$ cat src/rtl/pe_ctrl_responder_pkg.sv
// Shared types and default geometry for the PE control responder.
// Holds the PE command encoding and the sequencer state encoding.
package pe_ctrl_responder_pkg;

  localparam int FILT_LEN_DEF  = 5;
  localparam int IFMAP_LEN_DEF = 7;

  typedef enum logic [1:0] {
    CMD_LOAD_FILT  = 2'd0,
    CMD_LOAD_IFMAP = 2'd1,
    CMD_MAC_WIN    = 2'd2,
    CMD_SEND_PSUM  = 2'd3
  } pe_cmd_e;

  typedef enum logic [2:0] {
    ST_IDLE,
    ST_LOAD_FILT,
    ST_LOAD_IFMAP,
    ST_COMPUTE,
    ST_SEND_PSUM,
    ST_REPORT
  } state_e;

endpackage

$ cat src/rtl/pe_ctrl_responder_phase_counter.sv
// Index counter for one command phase: clear, load, increment, and
// wrap to zero when incremented at the programmable limit.
module phase_counter #(
  parameter int W = 3
) (
  input  logic         clk,
  input  logic         rst_n,
  input  logic         clear,
  input  logic         load,
  input  logic [W-1:0] load_val,
  input  logic         inc,
  input  logic [W-1:0] limit,
  output logic [W-1:0] count,
  output logic         at_limit
);

  assign at_limit = (count == limit);

  always_ff @(posedge clk or negedge rst_n) begin
    if (!rst_n) begin
      count <= '0;
    end else if (clear) begin
      count <= '0;
    end else if (load) begin
      count <= load_val;
    end else if (inc) begin
      count <= at_limit ? '0 : count + W'(1);
    end
  end

endmodule

$ cat src/rtl/pe_ctrl_responder.sv
// Sequences one PE row pass (filter load, ifmap load, windowed MAC,
// psum send) per start token and answers with a done token.
module pe_ctrl_responder
  import pe_ctrl_responder_pkg::*;
#(
  parameter int FILT_LEN  = FILT_LEN_DEF,
  parameter int IFMAP_LEN = IFMAP_LEN_DEF,
  localparam int NUM_WIN  = IFMAP_LEN - FILT_LEN + 1,
  localparam int IDX_W    = $clog2(IFMAP_LEN)
) (
  input  logic             clk,
  input  logic             rst_n,
  input  logic             cc_start_valid,
  input  logic             cc_start_flag,
  output logic             cc_start_ready,
  output logic             cc_done_valid,
  output logic             cc_done_flag,
  input  logic             cc_done_ready,
  output logic [1:0]       pe_cmd,
  output logic [IDX_W-1:0] pe_idx,
  output logic             pe_cmd_valid,
  input  logic             pe_cmd_ready,
  output logic             busy
);

  localparam logic [IDX_W-1:0] LIM_FILT  = IDX_W'(FILT_LEN - 1);
  localparam logic [IDX_W-1:0] LIM_IFMAP = IDX_W'(IFMAP_LEN - 1);
  localparam logic [IDX_W-1:0] LIM_WIN   = IDX_W'(NUM_WIN - 1);

  state_e           state_q, state_d;
  pe_cmd_e          cmd;
  logic [IDX_W-1:0] limit;
  logic [IDX_W-1:0] count;
  logic             at_limit;
  logic             flag_q;
  logic             start_xfer;
  logic             cmd_xfer;
  logic             last_xfer;

  assign start_xfer = cc_start_valid & cc_start_ready;
  assign cmd_xfer   = pe_cmd_valid & pe_cmd_ready;
  assign last_xfer  = cmd_xfer & at_limit;
  assign pe_cmd     = cmd;
  assign pe_idx     = count;

  phase_counter #(.W(IDX_W)) u_phase_counter (
    .clk      (clk),
    .rst_n    (rst_n),
    .clear    (start_xfer),
    .load     (1'b0),
    .load_val ('0),
    .inc      (cmd_xfer),
    .limit    (limit),
    .count    (count),
    .at_limit (at_limit)
  );

  always_ff @(posedge clk or negedge rst_n) begin
    if (!rst_n) begin
      state_q <= ST_IDLE;
      flag_q  <= 1'b0;
    end else begin
      state_q <= state_d;
      if (start_xfer) flag_q <= cc_start_flag;
    end
  end

  // Command phases chain directly into each other so pe_cmd_valid never drops.
  always_comb begin
    state_d        = state_q;
    cc_start_ready = 1'b0;
    cc_done_valid  = 1'b0;
    cc_done_flag   = 1'b0;
    pe_cmd_valid   = 1'b0;
    cmd            = CMD_LOAD_FILT;
    limit          = '0;
    busy           = 1'b1;
    case (state_q)
      ST_IDLE: begin
        busy           = 1'b0;
        cc_start_ready = 1'b1;
        if (cc_start_valid) state_d = ST_LOAD_FILT;
      end
      ST_LOAD_FILT: begin
        pe_cmd_valid = 1'b1;
        cmd          = CMD_LOAD_FILT;
        limit        = LIM_FILT;
        if (last_xfer) state_d = ST_LOAD_IFMAP;
      end
      ST_LOAD_IFMAP: begin
        pe_cmd_valid = 1'b1;
        cmd          = CMD_LOAD_IFMAP;
        limit        = LIM_IFMAP;
        if (last_xfer) state_d = ST_COMPUTE;
      end
      ST_COMPUTE: begin
        pe_cmd_valid = 1'b1;
        cmd          = CMD_MAC_WIN;
        limit        = LIM_WIN;
        if (last_xfer) state_d = ST_SEND_PSUM;
      end
      ST_SEND_PSUM: begin
        pe_cmd_valid = 1'b1;
        cmd          = CMD_SEND_PSUM;
        limit        = LIM_WIN;
        if (last_xfer) state_d = ST_REPORT;
      end
      ST_REPORT: begin
        cc_done_valid = 1'b1;
        cc_done_flag  = flag_q;
        if (cc_done_ready) state_d = ST_IDLE;
      end
      default: state_d = ST_IDLE;
    endcase
  end

endmodule

$ cat config.mk
export PLATFORM = sky130hd
export DESIGN_NAME = pe_ctrl_responder
export DESIGN_NICKNAME = d
export VERILOG_FILES = /design/src/rtl/pe_ctrl_responder_pkg.sv /design/src/rtl/pe_ctrl_responder_phase_counter.sv /design/src/rtl/pe_ctrl_responder.sv
export SDC_FILE = /design/constraint.sdc
export NUM_CORES = 1
export LEC_CHECK = 0
export ABC_CLOCK_PERIOD_IN_PS = 4500
export CORE_MARGIN = 3
export CORE_UTILIZATION = 25
export DETAILED_ROUTE_END_ITERATION = 16
export SYNTH_ARGS = -nofsm -noshare
export SYNTH_HDL_FRONTEND = slang
export SYNTH_HIERARCHICAL = 1
export SYNTH_SLANG_ARGS = --single-unit
$ cat constraint.sdc
create_clock -name clk -period 4.5 [get_ports clk]
set_input_delay 1.35 -clock clk [delete_from_list [all_inputs] [get_ports clk]]
set_output_delay 1.35 -clock clk [all_outputs]
set_load 0.005 [all_outputs]
==> metrics.txt <==
Post-synth EDFFs 0; Setup TNS Final 0 ns; synthesized cell area between 500 and 600 µm²; fin crit period 3.06 ns; Top FF cell, synth dfrtp_1; met1 Use GR 11.1%; switch share 40.4%; input/output buffers 15; grt peak-use layer met2; post-route ant nets 0; Worst setup EP type output port; total power draw 0.448 mW; Vias/cell 4.37; static leakage 0.319 nW; clk sinks 7; GRT met3 Usage 1.69%; finished layout cell area ~770 µm²; Net Sw Power 0.181 mW; min-delay src flag_q; largest net degree at the start of global routing 15; pwr dens 582 mW/mm²; sequential power share 32.2%; fill count 222; Post-DP HPWL approximately 930 µm; WL/cell 10.7 µm; die area around 0.0028 mm²; routed vias roughly 490; IO Count 16; Crit Path Class flop to output port; final RePlAce weighted congestion between 0.7 and 0.8; vias in the first global route between 400 and 500; num rows 16; worst reg2reg setup slack around 2.4 ns; hold_buf cts 0; initial drt markers 1; flip-flop and latch area 175 µm²; Min-Delay Path Depth 1; layout cells sized above 1 approximately a tenth; GR Overflow Total 0; post-route worst setup slack roughly 1.4 ns; Max clock buf depth 2; Fmax 327 MHz; 1st-pass router iterations 4; P&R area growth vs syn 39.1%; Post-Syn Instances 61; Total GRT Usage 10.1%; Synth Warn # 6; cells on worst reg2reg path 7; CTS root buffer clkbuf_4; Startpoint Class flop; unrepaired setup endpoints after global routing no; Final Routed Wirelength 1210 µm; slowest stage delay, CP 0.53 ns; global-route wire length before repair 1950 µm; initial antenna violation count 0; Seq cells post-synth 7; drt drc 0; clk slew on worst S/H paths 0.05 ns; arrival time at the worst endpoint 1.71 ns; H-tree depth 1; hold crit path type flop to flop; Yosys cell types 31; # setup viols final 0; met2 GRT Util 15.5%; RR Endpoint state_q[0]; Mapped Avg Cell Area 9.09 µm²; maximum vdd drop between 0.00015 and 0.0002 V; max-capacitance violation count 0; combinational power share a little under three fifths; fin. max-slew vios 0; CTS tree built; FFs w/ async S/R, synth 100%; CORE AREA 0.00202 mm²; Hold Path Sink flag_q; DP Worst Slack approximately 1.7 ns; PostCTS Resize Cnt 0; Post-DP Area about 740 µm²; Starting Density 27.4%; fin nets 94; Final Skew slightly below 0.005 ns; CP bufs+invs 1; diode count 0; Internal Power around 0.27 mW; Post-CTS Setup Repair Bufs 0; Hold Vio Cnt, Final 0; Clock power frac 12.5%; period utilization 67.9%; Num CTS Buffers 3; CP required 3.15 ns; crit-path leading delay family flip-flops; slowest CP cell dfrtp_1; area of the multi-input gates 374 µm²; worst skew pair latency 0.25 ns; critical path cell sequence nor2b_1 -> and3_1 -> clkdlybuf4s50_1; sequential cell area fraction in the yosys report 31.6%; CP max FO 9; Die Y 53.1 µm; status finished clean; die width roughly 53 µm; r2r startpoint state_q[1]
cell usage after synthesis, drive strengths merged, types with 3 or more instances:
master  number  share of area, %
buf          4               5.6
nor2         4               2.7
inv          3               2.0
nand2        4               2.7
nand3        3               2.7
o21ai        3               2.7
dfrtp        7                32
xor2         5               7.9
a21oi        3               2.7
per-layer routing:
layer / wire (µm) / part of all wire [%]
met5: 0 / 0
met4: 52 / 4.3
met3: 55 / 4.5
met2: 557 / 46
met1: 546 / 45
flip-flops by register name, summed over array words and instances (netlist names):
register               cells
state_q                    3
u_phase_counter/count      3
flag_q                     1
worst reg2reg max path, stage by stage (launching register included):
cell      delay, ns
dfrtp_1        0.56
nand2b_1       0.22
o21ai_0        0.11
xor2_1         0.20
nor3_2         0.39
nand2_1        0.12
mux2_2         0.27
o221ai_1       0.17
how the worst max path moves through the flow:
stage	startpoint	to	slack [ns]	cells past startpoint
after global routing	state_q[0]	pe_cmd_valid	1.32	3
after floorplan	state_q[1]	pe_cmd[1]	2.22	4
after CTS	state_q[2]	cc_done_flag	1.42	3
after detailed placement	state_q[2]	cc_done_flag	1.71	3
final	state_q[2]	cc_done_flag	1.44	3
after global placement	state_q[2]	cc_done_flag	1.72	3
placed cells by master (no fill, tap or decap), types with 2 or more instances in the layout:
cell	n
o21ai_0	3
conb_1	11
clkbuf_4	3
nand3_1	3
a21oi_1	3
nor3b_1	2
dfrtp_1	7
xor2_1	5
o22ai_1	2
clkdlybuf4s50_1	15
nor2_1	4
nand2_1	4
and2_1	2
nor3_2	2
a31oi_1	2
inv_1	3
power by group through the flow:
| stage | registers (mW) | clock network [mW] | logic, mW |
|---|---|---|---|
| after floorplan | 0.113 | 0 | 0.194 |
| after global placement | 0.144 | 0 | 0.248 |
| after detailed placement | 0.146 | 0 | 0.250 |
| after CTS | 0.145 | 0.0596 | 0.252 |
| after global routing | 0.154 | 0.0634 | 0.274 |
| final | 0.144 | 0.0561 | 0.248 |
kinds of logic (layout without fill, tap and decap cells):
logic type	count (synthesis)	after routing	share of synthesized area, %
adder cells (fa/ha/maj)	1	1	2.26
other	1	11	0.677
AO/OA/AOI/OAI	12	12	12.9
multiplexers	3	3	6.55
buffers and inverters	7	22	7.67
XOR/XNOR	6	6	9.48
AND/OR/NAND/NOR	24	24	28.9
flip-flops	7	7	31.6
area by class of cell:
| type | count | share of cell area [%] |
|---|---|---|
| multi-input cells | 57 | 48.5 |
| well taps | 27 | 4.38 |
| inverters | 3 | 1.46 |
| clock buffers | 4 | 3.41 |
| flip-flops and latches | 7 | 22.7 |
| repair buffers | 15 | 19.5 |
stage by stage:
stage | util (%) | cells | hold WS, ns
2_1_floorplan | - | 71 | 0.474
5_1_grt | 38.1 | 113 | 0.557
3_5_place_dp | 36.8 | 109 | 0.507
3_3_place_gp | 36.8 | 109 | 0.506
6_report | 38.1 | 113 | 0.519
4_1_cts | 38.1 | 113 | 0.518
No activity file was read; power rests on OpenSTA's default activity.
